**src/rtl/mini_fir_pkg.sv**
```systemverilog
`default_nettype none
// ============================================================================
// Module   : mini_fir_pkg
// Brief    : Shared types and addresses for the mini FIR register file and
//            its configuration sequencer.
// Revision : 1.0 - initial release
// ============================================================================
package mini_fir_pkg;

    localparam int DATA_W_DEF = 8;
    localparam int ADDR_W_DEF = 4;

    localparam logic [3:0] COEFF_BASE_ADDR = 4'h0;
    localparam logic [3:0] FIR_CTRL_ADDR   = 4'hF;

    typedef enum logic [2:0] {
        IDLE   = 3'd0,
        DIS    = 3'd1,
        LOAD   = 3'd2,
        CTRL   = 3'd3,
        VERIFY = 3'd4,
        DONE   = 3'd5
    } cfg_state_t;

endpackage
`default_nettype wire

```
**src/rtl/mini_fir_cfg_timeout.sv**
```systemverilog
`default_nettype none
// ============================================================================
// Module   : mini_fir_cfg_timeout
// Brief    : Stall counter; pulses o_expire on the TIMEOUT_CYC-th consecutive
//            enabled cycle since the last clear.
// Revision : 1.0 - initial release
// ============================================================================
module mini_fir_cfg_timeout #(
    parameter int TIMEOUT_CYC = 255
) (
    input  logic clk,
    input  logic rst_n,
    input  logic i_clr,
    input  logic i_en,
    output logic o_expire
);

    localparam int CNT_W = $clog2(TIMEOUT_CYC + 1);

    logic [CNT_W-1:0] r_cnt;

    always_ff @(posedge clk or negedge rst_n) begin
        if (!rst_n) begin
            r_cnt <= '0;
        end else if (i_clr) begin
            r_cnt <= '0;
        end else if (i_en) begin
            r_cnt <= r_cnt + CNT_W'(1);
        end
    end

    assign o_expire = i_en && !i_clr && (r_cnt == CNT_W'(TIMEOUT_CYC - 1));

endmodule
`default_nettype wire

```
**src/rtl/mini_fir_cfg_seq.sv**
```systemverilog
`default_nettype none
// ============================================================================
// Module   : mini_fir_cfg_seq
// Brief    : Programs FIR coefficients and FIR_CTRL over the register bus.
//            Optional read-back check enabled by MINI_FIR_CFG_VERIFY_EN.
// Revision : 1.0 - initial release
// ============================================================================
module mini_fir_cfg_seq
    import mini_fir_pkg::*;
#(
    parameter int                NUM_TAPS    = 7,
    parameter int                DATA_W      = DATA_W_DEF,
    parameter int                ADDR_W      = ADDR_W_DEF,
    parameter logic [ADDR_W-1:0] CTRL_ADDR   = ADDR_W'(FIR_CTRL_ADDR),
    parameter int                TIMEOUT_CYC = 255
) (
    input  logic              clk,
    input  logic              rst_n,
    input  logic              i_start,
    input  logic [DATA_W-1:0] i_ctrl_val,
    input  logic              i_coeff_valid,
    input  logic [DATA_W-1:0] i_coeff_data,
    output logic              o_coeff_ready,
    output logic [ADDR_W-1:0] o_addr,
    output logic [DATA_W-1:0] o_data_wr,
    output logic              o_wr,
    output logic              o_rd,
    input  logic [DATA_W-1:0] i_data_rd,
    output logic              o_busy,
    output logic              o_done,
    output logic              o_err
);

    // One extra count so the verify pass can index FIR_CTRL after the last tap.
    localparam int TAP_W = $clog2(NUM_TAPS + 1);

    cfg_state_t        r_state;
    cfg_state_t        w_next;
    logic [TAP_W-1:0]  r_tap;
    logic [DATA_W-1:0] r_ctrl;
    logic              r_err;

    logic w_in_load;
    logic w_hs;
    logic w_tmo_clr;
    logic w_tmo_en;
    logic w_tmo_expire;
    logic w_last_tap;

    assign w_in_load  = (r_state == LOAD);
    assign w_hs       = w_in_load && i_coeff_valid;
    assign w_tmo_clr  = (r_state == DIS) || w_hs;
    assign w_tmo_en   = w_in_load && !i_coeff_valid;
    assign w_last_tap = (r_tap == TAP_W'(NUM_TAPS - 1));
    assign o_err      = r_err;

    mini_fir_cfg_timeout #(
        .TIMEOUT_CYC (TIMEOUT_CYC)
    ) u_timeout (
        .clk      (clk),
        .rst_n    (rst_n),
        .i_clr    (w_tmo_clr),
        .i_en     (w_tmo_en),
        .o_expire (w_tmo_expire)
    );

`ifdef MINI_FIR_CFG_VERIFY_EN
    logic [DATA_W-1:0] r_shadow [NUM_TAPS];
    logic [DATA_W-1:0] w_vfy_exp;
    logic              w_vfy_last;
    logic              w_vfy_mismatch;

    assign w_vfy_last     = (r_tap == TAP_W'(NUM_TAPS));
    assign w_vfy_exp      = w_vfy_last ? r_ctrl : r_shadow[r_tap];
    assign w_vfy_mismatch = (i_data_rd != w_vfy_exp);

    always_ff @(posedge clk or negedge rst_n) begin
        if (!rst_n) begin
            for (int i = 0; i < NUM_TAPS; i++) begin
                r_shadow[i] <= '0;
            end
        end else if (w_hs) begin
            r_shadow[r_tap] <= i_coeff_data;
        end
    end
`else
    logic w_unused;
    assign w_unused = ^i_data_rd;
`endif

    always_ff @(posedge clk or negedge rst_n) begin
        if (!rst_n) begin
            r_state <= IDLE;
        end else begin
            r_state <= w_next;
        end
    end

    always_comb begin
        w_next        = r_state;
        o_coeff_ready = 1'b0;
        o_addr        = '0;
        o_data_wr     = '0;
        o_wr          = 1'b0;
        o_rd          = 1'b0;
        o_busy        = 1'b0;
        o_done        = 1'b0;
        case (r_state)
            IDLE: begin
                if (i_start) begin
                    w_next = DIS;
                end
            end
            DIS: begin
                o_busy = 1'b1;
                o_wr   = 1'b1;
                o_addr = CTRL_ADDR;
                w_next = LOAD;
            end
            LOAD: begin
                o_busy        = 1'b1;
                o_coeff_ready = 1'b1;
                if (i_coeff_valid) begin
                    o_wr      = 1'b1;
                    o_addr    = ADDR_W'(COEFF_BASE_ADDR) + ADDR_W'(r_tap);
                    o_data_wr = i_coeff_data;
                    if (w_last_tap) begin
                        w_next = CTRL;
                    end
                end else if (w_tmo_expire) begin
                    w_next = DONE;
                end
            end
            CTRL: begin
                o_busy    = 1'b1;
                o_wr      = 1'b1;
                o_addr    = CTRL_ADDR;
                o_data_wr = r_ctrl;
`ifdef MINI_FIR_CFG_VERIFY_EN
                w_next    = VERIFY;
`else
                w_next    = DONE;
`endif
            end
`ifdef MINI_FIR_CFG_VERIFY_EN
            VERIFY: begin
                o_busy = 1'b1;
                o_rd   = 1'b1;
                o_addr = w_vfy_last ? CTRL_ADDR
                                    : ADDR_W'(COEFF_BASE_ADDR) + ADDR_W'(r_tap);
                if (w_vfy_last) begin
                    w_next = DONE;
                end
            end
`endif
            DONE: begin
                o_done = 1'b1;
                w_next = IDLE;
            end
            default: begin
                w_next = IDLE;
            end
        endcase
    end

    always_ff @(posedge clk or negedge rst_n) begin
        if (!rst_n) begin
            r_tap  <= '0;
            r_ctrl <= '0;
            r_err  <= 1'b0;
        end else begin
            case (r_state)
                IDLE: begin
                    if (i_start) begin
                        r_ctrl <= i_ctrl_val;
                        r_err  <= 1'b0;
                    end
                end
                DIS:  r_tap <= '0;
                LOAD: begin
                    if (w_hs) begin
                        r_tap <= r_tap + TAP_W'(1);
                    end
                    if (w_tmo_expire) begin
                        r_err <= 1'b1;
                    end
                end
                CTRL: r_tap <= '0;
`ifdef MINI_FIR_CFG_VERIFY_EN
                VERIFY: begin
                    r_tap <= r_tap + TAP_W'(1);
                    if (w_vfy_mismatch) begin
                        r_err <= 1'b1;
                    end
                end
`endif
                default: ;
            endcase
        end
    end

endmodule
`default_nettype wire

```
**config.mk**
```make
export PLATFORM = sky130hd
export DESIGN_NAME = mini_fir_cfg_seq
export DESIGN_NICKNAME = d
export VERILOG_FILES = /design/src/rtl/mini_fir_pkg.sv /design/src/rtl/mini_fir_cfg_timeout.sv /design/src/rtl/mini_fir_cfg_seq.sv
export SDC_FILE = /design/constraint.sdc
export NUM_CORES = 1
export LEC_CHECK = 0
export CORE_MARGIN = 10
export CORE_UTILIZATION = 44
export DETAILED_ROUTE_END_ITERATION = 16
export PLACE_DENSITY = 0.78
export SLEW_MARGIN = 20
export SYNTH_ARGS = -nofsm -noshare
export SYNTH_HDL_FRONTEND = slang
export SYNTH_HIERARCHICAL = 1
export SYNTH_SLANG_ARGS = --single-unit
```
**constraint.sdc**
```tcl
create_clock -name clk -period 2.05 [get_ports clk]
set_input_delay 0.5125 -clock clk [delete_from_list [all_inputs] [get_ports clk]]
set_output_delay 0.5125 -clock clk [all_outputs]
set_load 0.005 [all_outputs]
```
## Word-level counts from Yosys, hierarchy flattened

Cells that the tools add are included.
W data, S select, Z words.

- Add/subtract/negate cells: 2
- Equality and inequality tests: 11
- Multiplexer cells: 21
- Reduce and logical (&&, ||, !) cells: 17

Operators with widths:

| operator | count |
|---|---|
| $mux W8 | 3 |
| $mux W3 | 6 |
| $pmux W8 S2 | 1 |
| $pmux W3 S4 | 1 |
| $add A8 B1 Y8 const B | 1 |
| $eq A8 B8 Y1 const B | 1 |
| $pmux W4 S2 | 1 |
| $eq A3 B2 Y1 const B | 2 |
| $eq A3 B3 Y1 const B | 2 |
| $mux W1 | 6 |
| $ne A3 B2 Y1 const B | 2 |
| $pmux W3 S2 | 1 |
| $reduce_and A3 Y1 | 2 |
| $reduce_bool A2 Y1 | 3 |
| $logic_and A1 B1 Y1 | 4 |
| $ne A2 B1 Y1 const B | 2 |
| $pmux W1 S2 | 2 |
| $reduce_and A2 Y1 | 2 |
| $add A3 B1 Y3 const B | 1 |
| $eq A3 B1 Y1 const B | 1 |
| $logic_not A3 Y1 | 1 |
| $reduce_or A3 Y1 | 1 |
| $logic_not A1 Y1 | 2 |
| $ne A2 B2 Y1 const B | 1 |
| other kinds (2) | 2 |

- Flip-flop bits (word level): 23
- Input bits: 28
- Word-level logic and storage cells: 56

## Logic depth before layout (Yosys ltp)

Gate-level depths: netlist of run 1.

- Depth in word-level cells: 9
- Depth in mapped cells: 9
- Gate-level depth less buffers: 8

## Cells and area by module

Netlist of run 1, hierarchy kept.

By module, submodules not included:

| module | times used | cells each | area an instance (um2) |
|---|---|---|---|
| mini_fir_cfg_seq | 1 | 80 | 835.8 |
| mini_fir_cfg_timeout | 1 | 41 | 412.9 |

## Worst setup path after synthesis of run 1

OpenSTA, ideal clock, no wires.

- Path kind: register to register
- From: reg r_state[1]
- To: reg r_state[0]
- Arrival: 1608 ps
- Slack: 319 ps
- Cell stages (with the launch flop): 9
- Path buffers: 2
- Period minus slack after synthesis: 1731 ps
- Cells stage by stage: dfrtp_1 clkbuf_2 or2b_1 a21oi_1 clkbuf_1 nor3_1 inv_1 o21ai_0 o221a_2

- Word-level cells in the longest chain between the ends: 8

RTL lines:

| item | RTL line | text |
|---|---|---|
| start, declared | mini_fir_cfg_seq.sv:37 | `cfg_state_t r_state;` |
| start signal, assigned | mini_fir_cfg_seq.sv:95 | `r_state <= w_next;` |
| $eq A3 B2 Y1 | mini_fir_cfg_seq.sv:50 | `assign w_in_load = (r_state == LOAD);` |
| $logic_and A1 B1 Y1 | mini_fir_cfg_seq.sv:51 | `assign w_hs = w_in_load && i_coeff_valid;` |
| $logic_or A1 B1 Y1 * | mini_fir_cfg_seq.sv:52 | `assign w_tmo_clr = (r_state == DIS) \|\| w_hs;` |
| via w_tmo_clr | mini_fir_cfg_seq.sv:45 | `logic w_tmo_clr;` |
| $logic_not A1 Y1 * | mini_fir_cfg_timeout.sv:32 | `assign o_expire = i_en && !i_clr && (r_cnt == CNT_W'(TIMEOUT_CYC - 1));` |
| $logic_and A1 B1 Y1 * (2 in series) | mini_fir_cfg_timeout.sv:32 |  |
| via w_tmo_expire | mini_fir_cfg_seq.sv:47 | `logic w_tmo_expire;` |
| $ne A3 B2 Y1 (no source line) * | n/a |  |
| $reduce_and A3 Y1 (no source line) * | n/a |  |

The timed path passes the listed nets; every way through them passes the cells marked *.
A chain may end at the register's enable or synchronous reset.

## Worst setup path after layout of run 1

- From: reg r_state[2]
- To: out o_data_wr[2]

- Word-level cells in the longest chain between the ends: 2

RTL lines:

| item | RTL line | text |
|---|---|---|
| $eq A3 B2 Y1 | mini_fir_cfg_seq.sv:108 | `case (r_state)` |
| $pmux W8 S2 * | mini_fir_cfg_seq.sv:108 |  |
| end, declared | mini_fir_cfg_seq.sv:25 | `output logic [DATA_W-1:0] o_data_wr,` |

Mark *: on every way between the ends. The rest lies on a longest branch, timed or not.

==> impl_metrics.csv, run 1 <==
group,metric,value,unit
floorplan,dieWidth,73.27,um
floorplan,die_area,5368,um^2
clock_network,clockRootBuffer,"clkbuf_4",
final_layout,fill_cells,224,
yosys,synth_edf_count,0,
flow_run,drv_cap,0,
route,wl_per_cell,15.69,um
yosys,synth_async_sr_flop_share,1.000,
global_routing,grt_max_degree,24,
timing,period_minus_slack,2.085,ns
power,switchingPower,732.3,uW
status,violations,"negative setup slack",
critical_path,max_stage_delay,0.43,ns
global_routing,grt.busiest_layer,"met2",
global_routing,track_usage,0.1214,
placed_design,dp.cells,196,
critical_path,critPathRequiredTime,1.54,ns
yosys,synth_xor_area_frac,0.03507,
power,finalPower,2.010,mW
yosys,synth-compound-area-share,0.1283,
route,drc,0,
timing,setup_violations,9,
critical_path,worst-path-buf-inv,3,
clock_network,h-tree-depth,1,
placed_design,place_congestion,0.8320,
power,power_frac_seq,0.357,
final_layout,post-route-util,0.6426,
critical_path,start_kind,"register",
placed_design,dpl_worst_slack,-0.5124,ns
global_routing,use_met1,0.1260,
yosys,yosys_warnings,6,
yosys,synth-simple-area-share,0.1984,
yosys,synth_top_family_by_area,"simple AND/OR/NAND/NOR gates",
yosys,ys_seq_elements,23,
route,via_count,1089,
power,peakVddDrop,0.7043,mV
timing,drv_slew,0,
placed_design,dp_hpwl,2.553,mm
final_layout,fin_cells,207,
critical_path,crit_slowest_cell,"dfrtp_1",
critical_path,crit_chain,"buf_6 > and4bb_4 > buf_8 > a22o_1 > buf_2",
placed_design,place_area,1732,um^2
placed_design,portBuffers,36,
yosys,synth_area_per_cell,10.32,um^2
clock_network,clk_pin_slew,0.13,ns
floorplan,initial_utilization,0.4568,
route,drtIter0Drc,74,
clock_network,clkSinkCount,23,
floorplan,rows,19,
final_layout,area_growth,40.68,%
timing,rsz0062_at_grt,"true",
global_routing,grt_antenna_before_repair,0,
clock_network,clockBufferDepth,2,
critical_path,r2r-start,"r_state[2]",
global_routing,grt_pass1_wl,5.313,mm
timing,whs,0.5159,ns
timing,clock.fmax,479.6,MHz
power,intPower,1.278,mW
floorplan,ios,46,
yosys,synth_area,1249,um^2
yosys,synth.area.mux_share,0.08016,
route,antenna_left,0,
power,powerDensity,1144,nW/um^2
timing,finalHoldViolCount,0,
global_routing,met3_usage,0.03096,
timing,fin_crit_sh,1.017,
status,status,"finished with violations",
route,viasPerCell,5.261,
timing,skew,0.006704,ns
final_layout,drive_gt1_frac,0.3239,
global_routing,grt_pass1_vias,1140,
critical_path,crit_fanout,7,
clock_network,clk_latency,0.30,ns
route,drt_wl_total,3.247,mm
clock_network,tritoncts,"done",
clock_network,numCtsBuffers,3,
timing,setup_slack,-0.03495,ns
power,p_leak,0.8547,nW
yosys,ys_seq_area_frac,0.4609,
critical_path,crit_type,"reg -> out",
floorplan,die_h,73.27,um
yosys,synth_cell_types,35,
hold_path,hp-class,"reg -> reg",
floorplan,core_area,2734,um^2
yosys,syn_nets,153,
yosys,synth_cells,121,
power,power_frac_comb,0.542,
final_layout,diodes,0,
clock_network,cts_hold_buf,0,
power,p_clk_frac,0.101,
final_layout,final_area,1757,um^2
final_layout,num-nets-final,209,
critical_path,end_kind,"primary output",
timing,setup-tns-final,-0.1600,ns
yosys,synthFlopType,"dfrtp_1",
global_routing,grt_overflow,0,
critical_path,crit_family,"flip-flops",
critical_path,startpoint,"r_state[2]",
power,sw_frac_of_total,0.3643,
yosys,synthAdderAreaFrac,0.04008,
route,drt_pass1_iterations,4,
critical_path,cp.arrival,1.57,ns
hold_path,min_from,"r_tap[2]",
global_routing,use_met2,0.2321,
==> layer usage <==
layer,vias up,wire length [um],part of all wire
li1,530,-,-
met1,529,1226,0.38
met2,26,1787,0.55
met3,4,196,0.060
met4,0,36,0.011
met5,-,0,0
==> power groups by stage <==
stage                     registers (mW)  logic [mW]  clock network (mW)
after floorplan                    0.700       0.570                   0
after global placement             0.710        1.08                   0
after detailed placement           0.731        1.13                   0
after CTS                          0.720        1.05               0.216
after global routing               0.736        1.21               0.233
final                              0.717        1.09               0.204
==> cell families (layout without fill, tap and decap cells) <==
logic type      Yosys count  after routing
xor+xnor                  5              5
other cells               1              1
simple gates             42             42
flops                    23             23
compound gates           23             23
buf+inv                  14             69
fa+ha+maj                 4              4
mux                       9              9
==> layout make-up <==
type	instances	area, um^2	area share
multi-input combinational	84	614.3	0.3497
tap	31	38.79	0.02208
clock inverter	1	5.005	0.002849
inverter	7	26.28	0.01496
timing repair buffer	58	473.0	0.2692
clock buffer	3	22.52	0.01282
sequential	23	576.8	0.3283
==> cells in the mapped netlist (2+ instances only) <==
master	n	area share
or3_1	3	0.015
dfrtp_1	23	0.46
buf_2	2	0.0080
nor2_1	10	0.030
xnor2_1	2	0.014
nand3_1	2	0.0080
buf_4	3	0.018
mux2_2	8	0.072
and2b_2	2	0.014
nand2_1	13	0.039
a22o_1	8	0.056
nand4_1	3	0.015
o21ai_0	6	0.024
a21oi_1	5	0.020
ha_1	4	0.040
xor2_1	3	0.021
inv_1	6	0.018
==> final timing paths <==
kind	to	slack, ns	cells after the start
worst max-delay path	o_data_wr[2]	-0.03	5
worst min-delay path	r_tap[2]	0.52	1
worst max register to register	u_timeout/r_cnt[7]	0.12	9
worst min register to register	r_tap[2]	0.52	1
max in group asynchronous	r_state[0]	1.26	2
min in group asynchronous	r_state[2]	0.55	2
==> repair_timing <==
item,4_1_cts,5_1_grt
hold endpoints to repair,0,0
setup buffers,2,6
gates resized for setup,55,8
setup endpoints to repair,16,14
pin swaps,2,6
==> flip-flops by register name (all words and copies together), names as in the netlist <==
register,count
r_tap,3
o_err,1
r_state,3
u_timeout/r_cnt,8
r_ctrl,8
==> placed cells by master, fill, tap and decap left out, types with 2 or more instances in the layout <==
cell / n
xnor2_1: 2
ha_1: 4
or3_1: 3
o21ai_0: 5
buf_2: 10
and2b_2: 2
dfrtp_1: 22
xor2_1: 3
buf_4: 20
inv_2: 2
nand2_1: 12
nand4_1: 3
a21oi_1: 5
nand3_1: 2
clkbuf_4: 3
inv_1: 5
mux2_2: 8
clkbuf_2: 2
dlygate4sd2_1: 3
nor2_1: 10
clkdlybuf4s50_1: 19
clkdlybuf4s15_1: 2
a22o_1: 8
Note: power is estimated with default switching activity, not from simulation.
==> run 2: changes to the inputs <==
GPL_ROUTABILITY_DRIVEN = 0   (was not set)
==> results of run 2 <==
No change in the layout: final DEF, timing and power equal those of run 1.
